`src/rtl/ftdi_tx_arbiter_if.sv`:
```
// ---------------------------------------------------------------------------
// ftdi_tx_arbiter_if
//   Bundles the channel-side stream handshake and the FTDI 245-sync-FIFO
//   write-side pad signals used by ftdi_tx_arbiter.
//   master : the arbiter (consumes ch_*, drives ftdi_* outputs and ch_ready)
//   slave  : the environment (channel FIFOs + pads / chip model)
// Signals
//   ch_data[N_CH*DATA_W]  channel c word at [c*DATA_W +: DATA_W]
//   ch_valid[N_CH]        channel word available
//   ch_ready[N_CH]        word taken when valid & ready on the same edge
//   ftdi_txe_n            low = chip can accept a write
//   ftdi_data_out         word driven to the DATA pads
//   ftdi_data_oe          DATA pad output enable
//   ftdi_be               byte enables to the BE pads
//   ftdi_wr_n / rd_n / oe_n  chip strobes, active low
// ---------------------------------------------------------------------------
interface ftdi_tx_arbiter_if #(
  parameter int DATA_W = 32,
  parameter int N_CH   = 4
);
  logic [N_CH*DATA_W-1:0] ch_data;
  logic [N_CH-1:0]        ch_valid;
  logic [N_CH-1:0]        ch_ready;
  logic                   ftdi_txe_n;
  logic [DATA_W-1:0]      ftdi_data_out;
  logic                   ftdi_data_oe;
  logic [DATA_W/8-1:0]    ftdi_be;
  logic                   ftdi_wr_n;
  logic                   ftdi_rd_n;
  logic                   ftdi_oe_n;

  modport master (
    input  ch_data, ch_valid, ftdi_txe_n,
    output ch_ready, ftdi_data_out, ftdi_data_oe, ftdi_be,
           ftdi_wr_n, ftdi_rd_n, ftdi_oe_n
  );

  modport slave (
    output ch_data, ch_valid, ftdi_txe_n,
    input  ch_ready, ftdi_data_out, ftdi_data_oe, ftdi_be,
           ftdi_wr_n, ftdi_rd_n, ftdi_oe_n
  );
endinterface

```
`src/rtl/ftdi_tx_arbiter.sv`:
```
// ---------------------------------------------------------------------------
// ftdi_tx_arbiter
//   N-channel stream to FTDI 245-sync-FIFO write master (FT600 16 bit /
//   FT601 32 bit). Round-robin grants one channel at a time and moves up to
//   BURST_LEN words from it through a single output register onto the bus.
//   All logic runs on the FTDI bus clock.
// Ports
//   clk     FTDI bus clock, rising edge
//   rst     asynchronous, active-high reset
//   bus     ftdi_tx_arbiter_if.master (channel streams + FTDI write pads)
//   busy    FSM not in IDLE
//   cur_ch  current / last granted channel
// Configuration
//   FTX_HEADER_EN  when defined, each grant is prefixed with one header word
//                  {A5, ch, seq} (32 bit) / {A, ch, seq} (16 bit), with a
//                  wrapping per-channel sequence counter.
// ---------------------------------------------------------------------------
module ftdi_tx_arbiter #(
  parameter int  DATA_W    = 32,
  parameter int  N_CH      = 4,
  parameter int  BURST_LEN = 64,
  localparam int CH_W      = (N_CH > 1) ? $clog2(N_CH) : 1
) (
  input  logic                  clk,
  input  logic                  rst,
  ftdi_tx_arbiter_if.master     bus,
  output logic                  busy,
  output logic [CH_W-1:0]       cur_ch
);

  localparam int CNT_W = $clog2(BURST_LEN + 1);
  localparam int BE_W  = DATA_W / 8;

  typedef enum logic [1:0] {
    S_IDLE  = 2'd0,
`ifdef FTX_HEADER_EN
    S_HDR   = 2'd1,
`endif
    S_BURST = 2'd2,
    S_DRAIN = 2'd3
  } state_e;

  state_e            state_q, state_d;
  logic              ov_q, ov_d;
  logic [DATA_W-1:0] word_q, word_d;
  logic [CNT_W-1:0]  cnt_q, cnt_d;
  logic [CH_W-1:0]   cur_ch_q, cur_ch_d;
  // Set after the first grant so that the very first search starts at ch0.
  logic              granted_q, granted_d;

  logic              accept, slot, room;
  logic [N_CH-1:0]   ready_vec;
  logic              any_valid;
  logic [CH_W-1:0]   next_ch;
  int                base, idx;

  assign accept = ov_q & ~bus.ftdi_txe_n;
  assign slot   = ~ov_q | accept;
  assign room   = slot & (cnt_q < CNT_W'(BURST_LEN));

  // Round-robin search: first valid channel strictly after the last grant.
  always_comb begin
    any_valid = 1'b0;
    next_ch   = '0;
    idx       = 0;
    base      = granted_q ? int'(cur_ch_q) + 1 : 0;
    if (base >= N_CH) base = 0;
    for (int i = 0; i < N_CH; i++) begin
      idx = base + i;
      if (idx >= N_CH) idx = idx - N_CH;
      if (!any_valid && bus.ch_valid[idx]) begin
        any_valid = 1'b1;
        next_ch   = CH_W'(idx);
      end
    end
  end

`ifdef FTX_HEADER_EN
  localparam int SEQ_W = DATA_W / 2;
  logic [SEQ_W-1:0]  seq_q [N_CH];
  logic              seq_inc;
  logic [DATA_W-1:0] hdr_word;

  always_comb begin
    if (DATA_W == 32) hdr_word = DATA_W'({8'hA5, 8'(cur_ch_q), 16'(seq_q[cur_ch_q])});
    else              hdr_word = DATA_W'({4'hA, 4'(cur_ch_q), 8'(seq_q[cur_ch_q])});
  end

  // NOTE: the counter array is a handful of flops, not a RAM, so it is
  // cleared by reset like any other state; real memories would not be.
  always_ff @(posedge clk or posedge rst) begin
    if (rst) begin
      for (int c = 0; c < N_CH; c++) seq_q[c] <= '0;
    end else if (seq_inc) begin
      seq_q[cur_ch_q] <= seq_q[cur_ch_q] + 1'b1;
    end
  end
`endif

  // NOTE: every combinational output gets a default before the case so no
  // path leaves it unassigned, which would infer a latch.
  always_comb begin
    state_d   = state_q;
    ov_d      = ov_q & ~accept;   // a written word leaves unless replaced
    word_d    = word_q;
    cnt_d     = cnt_q;
    cur_ch_d  = cur_ch_q;
    granted_d = granted_q;
    ready_vec = '0;
`ifdef FTX_HEADER_EN
    seq_inc   = 1'b0;
`endif
    case (state_q)
      S_IDLE: begin
        if (any_valid) begin
          cur_ch_d  = next_ch;
          granted_d = 1'b1;
          cnt_d     = '0;
`ifdef FTX_HEADER_EN
          state_d   = S_HDR;
`else
          state_d   = S_BURST;
`endif
        end
      end
`ifdef FTX_HEADER_EN
      S_HDR: begin
        if (slot) begin
          ov_d    = 1'b1;
          word_d  = hdr_word;
          seq_inc = 1'b1;
          state_d = S_BURST;
        end
      end
`endif
      S_BURST: begin
        if (room) ready_vec[cur_ch_q] = 1'b1;
        if (room && bus.ch_valid[cur_ch_q]) begin
          ov_d   = 1'b1;
          word_d = bus.ch_data[int'(cur_ch_q)*DATA_W +: DATA_W];
          cnt_d  = cnt_q + 1'b1;
          if (cnt_q + 1'b1 == CNT_W'(BURST_LEN)) state_d = S_DRAIN;
        end else if (slot) begin
          // Channel ran dry (or burst full): never stall the bus waiting.
          state_d = S_DRAIN;
        end
      end
      S_DRAIN: begin
        if (!ov_q || accept) state_d = S_IDLE;
      end
      default: state_d = S_IDLE;
    endcase
  end

  // NOTE: sequential state uses non-blocking assignments so every flop
  // samples the pre-edge values regardless of statement order.
  always_ff @(posedge clk or posedge rst) begin
    if (rst) begin
      state_q   <= S_IDLE;
      ov_q      <= 1'b0;
      word_q    <= '0;
      cnt_q     <= '0;
      cur_ch_q  <= '0;
      granted_q <= 1'b0;
    end else begin
      state_q   <= state_d;
      ov_q      <= ov_d;
      word_q    <= word_d;
      cnt_q     <= cnt_d;
      cur_ch_q  <= cur_ch_d;
      granted_q <= granted_d;
    end
  end

  // Pad-facing signals come straight from the output register flops.
  assign bus.ch_ready      = ready_vec;
  assign bus.ftdi_wr_n     = ~ov_q;
  assign bus.ftdi_data_oe  = ov_q;
  assign bus.ftdi_be       = {BE_W{ov_q}};
  assign bus.ftdi_data_out = word_q;
  assign bus.ftdi_rd_n     = 1'b1;
  assign bus.ftdi_oe_n     = 1'b1;
  assign busy              = (state_q != S_IDLE);
  assign cur_ch            = cur_ch_q;

endmodule

```
`src/flat_wrapper.sv`:
```
// flat-port wrapper written by rule: the top's interface ports become plain ports
module ftdi_tx_arbiter_flat 
#(
  parameter int  DATA_W    = 32,
  parameter int  N_CH      = 4,
  parameter int  BURST_LEN = 64,
  localparam int CH_W      = (N_CH > 1) ? $clog2(N_CH) : 1
)
  (clk, rst, busy, cur_ch, bus_ch_data, bus_ch_valid, bus_ftdi_txe_n, bus_ch_ready, bus_ftdi_data_out, bus_ftdi_data_oe, bus_ftdi_be, bus_ftdi_wr_n, bus_ftdi_rd_n, bus_ftdi_oe_n);
  ftdi_tx_arbiter_if #(.DATA_W(DATA_W), .N_CH(N_CH)) bus_i ();
  input  logic clk;
  input  logic rst;
  output logic busy;
  output logic [CH_W-1:0] cur_ch;
  input wire logic [$bits(bus_i.ch_data)-1:0] bus_ch_data;
  input wire logic [$bits(bus_i.ch_valid)-1:0] bus_ch_valid;
  input wire logic [$bits(bus_i.ftdi_txe_n)-1:0] bus_ftdi_txe_n;
  output wire logic [$bits(bus_i.ch_ready)-1:0] bus_ch_ready;
  output wire logic [$bits(bus_i.ftdi_data_out)-1:0] bus_ftdi_data_out;
  output wire logic [$bits(bus_i.ftdi_data_oe)-1:0] bus_ftdi_data_oe;
  output wire logic [$bits(bus_i.ftdi_be)-1:0] bus_ftdi_be;
  output wire logic [$bits(bus_i.ftdi_wr_n)-1:0] bus_ftdi_wr_n;
  output wire logic [$bits(bus_i.ftdi_rd_n)-1:0] bus_ftdi_rd_n;
  output wire logic [$bits(bus_i.ftdi_oe_n)-1:0] bus_ftdi_oe_n;
  assign bus_i.ch_data = bus_ch_data;
  assign bus_i.ch_valid = bus_ch_valid;
  assign bus_i.ftdi_txe_n = bus_ftdi_txe_n;
  assign bus_ch_ready = bus_i.ch_ready;
  assign bus_ftdi_data_out = bus_i.ftdi_data_out;
  assign bus_ftdi_data_oe = bus_i.ftdi_data_oe;
  assign bus_ftdi_be = bus_i.ftdi_be;
  assign bus_ftdi_wr_n = bus_i.ftdi_wr_n;
  assign bus_ftdi_rd_n = bus_i.ftdi_rd_n;
  assign bus_ftdi_oe_n = bus_i.ftdi_oe_n;
  ftdi_tx_arbiter #(.DATA_W(DATA_W), .N_CH(N_CH), .BURST_LEN(BURST_LEN)) u_core (.clk(clk), .rst(rst), .bus(bus_i), .busy(busy), .cur_ch(cur_ch));
endmodule
```
`config.mk`:
```
export PLATFORM = sky130hd
export DESIGN_NAME = ftdi_tx_arbiter_flat
export DESIGN_NICKNAME = d
export VERILOG_FILES = /design/src/rtl/ftdi_tx_arbiter_if.sv /design/src/rtl/ftdi_tx_arbiter.sv /design/src/flat_wrapper.sv
export SDC_FILE = /design/constraint.sdc
export NUM_CORES = 1
export LEC_CHECK = 0
export CORE_UTILIZATION = 25
export DETAILED_ROUTE_END_ITERATION = 10
export SETUP_SLACK_MARGIN = 0.5
export SLEW_MARGIN = 0
export SYNTH_ARGS = -nofsm -noshare
export SYNTH_HDL_FRONTEND = slang
export SYNTH_SLANG_ARGS = --single-unit
```
`constraint.sdc`:
```
create_clock -name clk -period 3.1 [get_ports clk]
set_input_delay 0.62 -clock clk [delete_from_list [all_inputs] [get_ports clk]]
set_output_delay 0.62 -clock clk [all_outputs]
set_load 0.05 [all_outputs]
```
==> summary.txt <==
Status: completed
Clock sinks: 45
Via count: 2,669
RD Place Congestion: 0.848
RSZ-0062 raised after global routing: no
Hold-fix buffers, CTS: 0
Critical path peak fanout: 6
Post-synth EDFFs: 0
Top-area cell type share of the netlist area: 0.355
Share of async-settable or async-resettable flops after synthesis: 1.00
Yosys warns: 0
Setup bufs post-CTS: 0
Hold WC Path Type: reg -> reg
Clk_lat worst skew: 0.29 ns
Final period util: 0.803
Grt ovf: 0
First-pass GRT wire length: 14,800 um
CTS tree: yes
CP required: 2.48 ns
# fillers: 1,149
Least-Margin Pin Slew: 0.675 ns
Final setup vio count: 0
Worst setup EP type: primary output
Largest net degree at the start of global routing: 37
Post-Syn Area: 3170 um^2
Die area: 13,100 um^2
Fin. max-slew vios: 0
Post-layout nets: 549
Routed Antenna Nets: 0
FMAX: 402 MHz
Setup CP Type: reg -> out
Core area: 12,200 um^2
Power Density: 1020 nW/um^2
Min cycle time layout: 2.49 ns
Clk buf depth: 2
Initial antenna violation count: 0
Residual DRC: 0
GRT Overall Usage: 0.145
Synthesized flop and latch total: 45
Via density: 4.62
Ant. Diodes: 0
Register area share after synthesis: 0.355
Pleak: 2.12 nW
Vias in the first global route: 3,001
Synth cell types: 48
Placed inst area: 5070 um^2
Standard-cell rows: 40
Worst EP arrival: 1.87 ns
Layout Cells excl Fill: 578
Post-placement cell count: 570
Post-Route WL: 9110 um
DRT iter0 DRCs: 117
Fin. Hold Viols: 0
Routed len/inst: 15.8 um
Area grow syn2layout: 65.0%
Layout cell share with drive strength beyond 1: 0.217
Min Hold Slack: 0.491 ns
Gate Count Post-Synth: 242
PostCTS Resize Cnt: 0
Peak supply drop: 0.336 mV
Number of buffer cells added on primary ports: 179
DR pass1 iterations: 4
Synthesized area per cell: 13.1 um^2
I/O pins: 182
Setup_tns: 0 ns
H-tree Lvls: 2
Cell taking the most area after synthesis: dfrtp_1
Most frequent cells in the layout: clkdlybuf4s50_1 (175), dfrtp_1 (43), mux4_2 (33)
Post-route cell area: 5230 um^2
Synth Flop Type: dfrtp_1
Detail Placement HPWL: 7180 um
Largest cells by area after synthesis: dfrtp_1 (36%), mux4_2 (23%), mux2_4 (12%)
Starting density of the core: 0.261
Startpoint types: flop
Root Driver: clkbuf_16
Overall Power: 5.36 mW
Die width: 115 um
Cts bufs inserted: 5
Worst-path clk slew: 0.07 ns
Slew headroom: 0.549
Max-cap violation count: 0
Post-Route Skew: 0.0103 ns
Die Ht: 115 um
Commonest non-fill, non-tap cell in the layout: clkdlybuf4s50_1
-- report_power, final --
group	total, mW	switching (mW)	internal [mW]
combinational	3.71	2.00	1.71
sequential	1.10	0.241	0.864
clock	0.550	0.229	0.321
total	5.36	2.47	2.89
-- per-stage QoR --
stage / setup slack (ns) / utilization
final: 0.612 / 0.430
after global routing: 0.534 / 0.430
after CTS: 0.517 / 0.430
after detailed placement: 0.393 / 0.417
after global placement: 0.435 / 0.417
after floorplan: 0.598 / -
-- sequential cells by signal, indices dropped and copies added (netlist names) --
register	cells
u_core.bus.ftdi_data_oe	1
u_core.bus.ftdi_data_out	32
u_core.cnt_q	7
u_core.cur_ch	2
u_core.granted_q	1
u_core.state_q	2
-- layer usage --
metal  routed length [um]  track usage
met4                  104       0.0398
met2                 4780        0.277
met5                    0            0
met1                 3640        0.163
met3                  580       0.0265
-- worst max-delay path: stages (launching register included) --
cell             delay (ns)
dfrtp_1                0.42
or2_0                  0.30
clkdlybuf4s50_1        0.86
-- final timing paths --
check	start	endpoint	slack, ns	cells after the start
max	u_core.state_q[0]	busy	0.61	2
min	u_core.bus.ftdi_data_out[10]	u_core.bus.ftdi_data_out[10]	0.49	1
max reg2reg	u_core.cur_ch[0]	u_core.cur_ch[0]	0.70	7
min reg2reg	u_core.bus.ftdi_data_out[10]	u_core.bus.ftdi_data_out[10]	0.49	1
max in group asynchronous	rst	u_core.bus.ftdi_data_out[19]	1.67	3
min in group asynchronous	rst	u_core.bus.ftdi_data_out[2]	0.74	2
-- kinds of logic after synthesis --
logic type,synth area share
adder cells (fa/ha/maj),0.0197
multiplexers,0.384
AND/OR/NAND/NOR,0.0991
AO/OA/AOI/OAI,0.0742
other,0.00118
buffers and inverters,0.0667
flip-flops,0.355
-- final cells by class --
class / count / area, um^2 / area share
timing repair buffer: 186 / 1880 / 0.360
clock inverter: 2 / 13.8 / 0.00263
inverter: 4 / 15.0 / 0.00287
multi-input combinational: 167 / 1840 / 0.352
tap: 168 / 210 / 0.0402
clock buffer: 6 / 139 / 0.0265
sequential: 45 / 1130 / 0.216
-- Yosys cell counts, types with 3 or more instances --
cell / number
dfrtp_1: 45
mux4_2: 33
mux2_4: 25
nand2_1: 14
nor2_1: 13
o21ai_0: 10
buf_2: 8
and3_1: 7
buf_4: 7
clkbuf_1: 6
nand2b_1: 6
ha_1: 5
a21oi_1: 4
inv_1: 4
mux2_1: 4
nand4_1: 4
nor2b_1: 4
mux2_2: 3
nand3_1: 3
o21ai_1: 3
(Power assumes the default switching activity.)
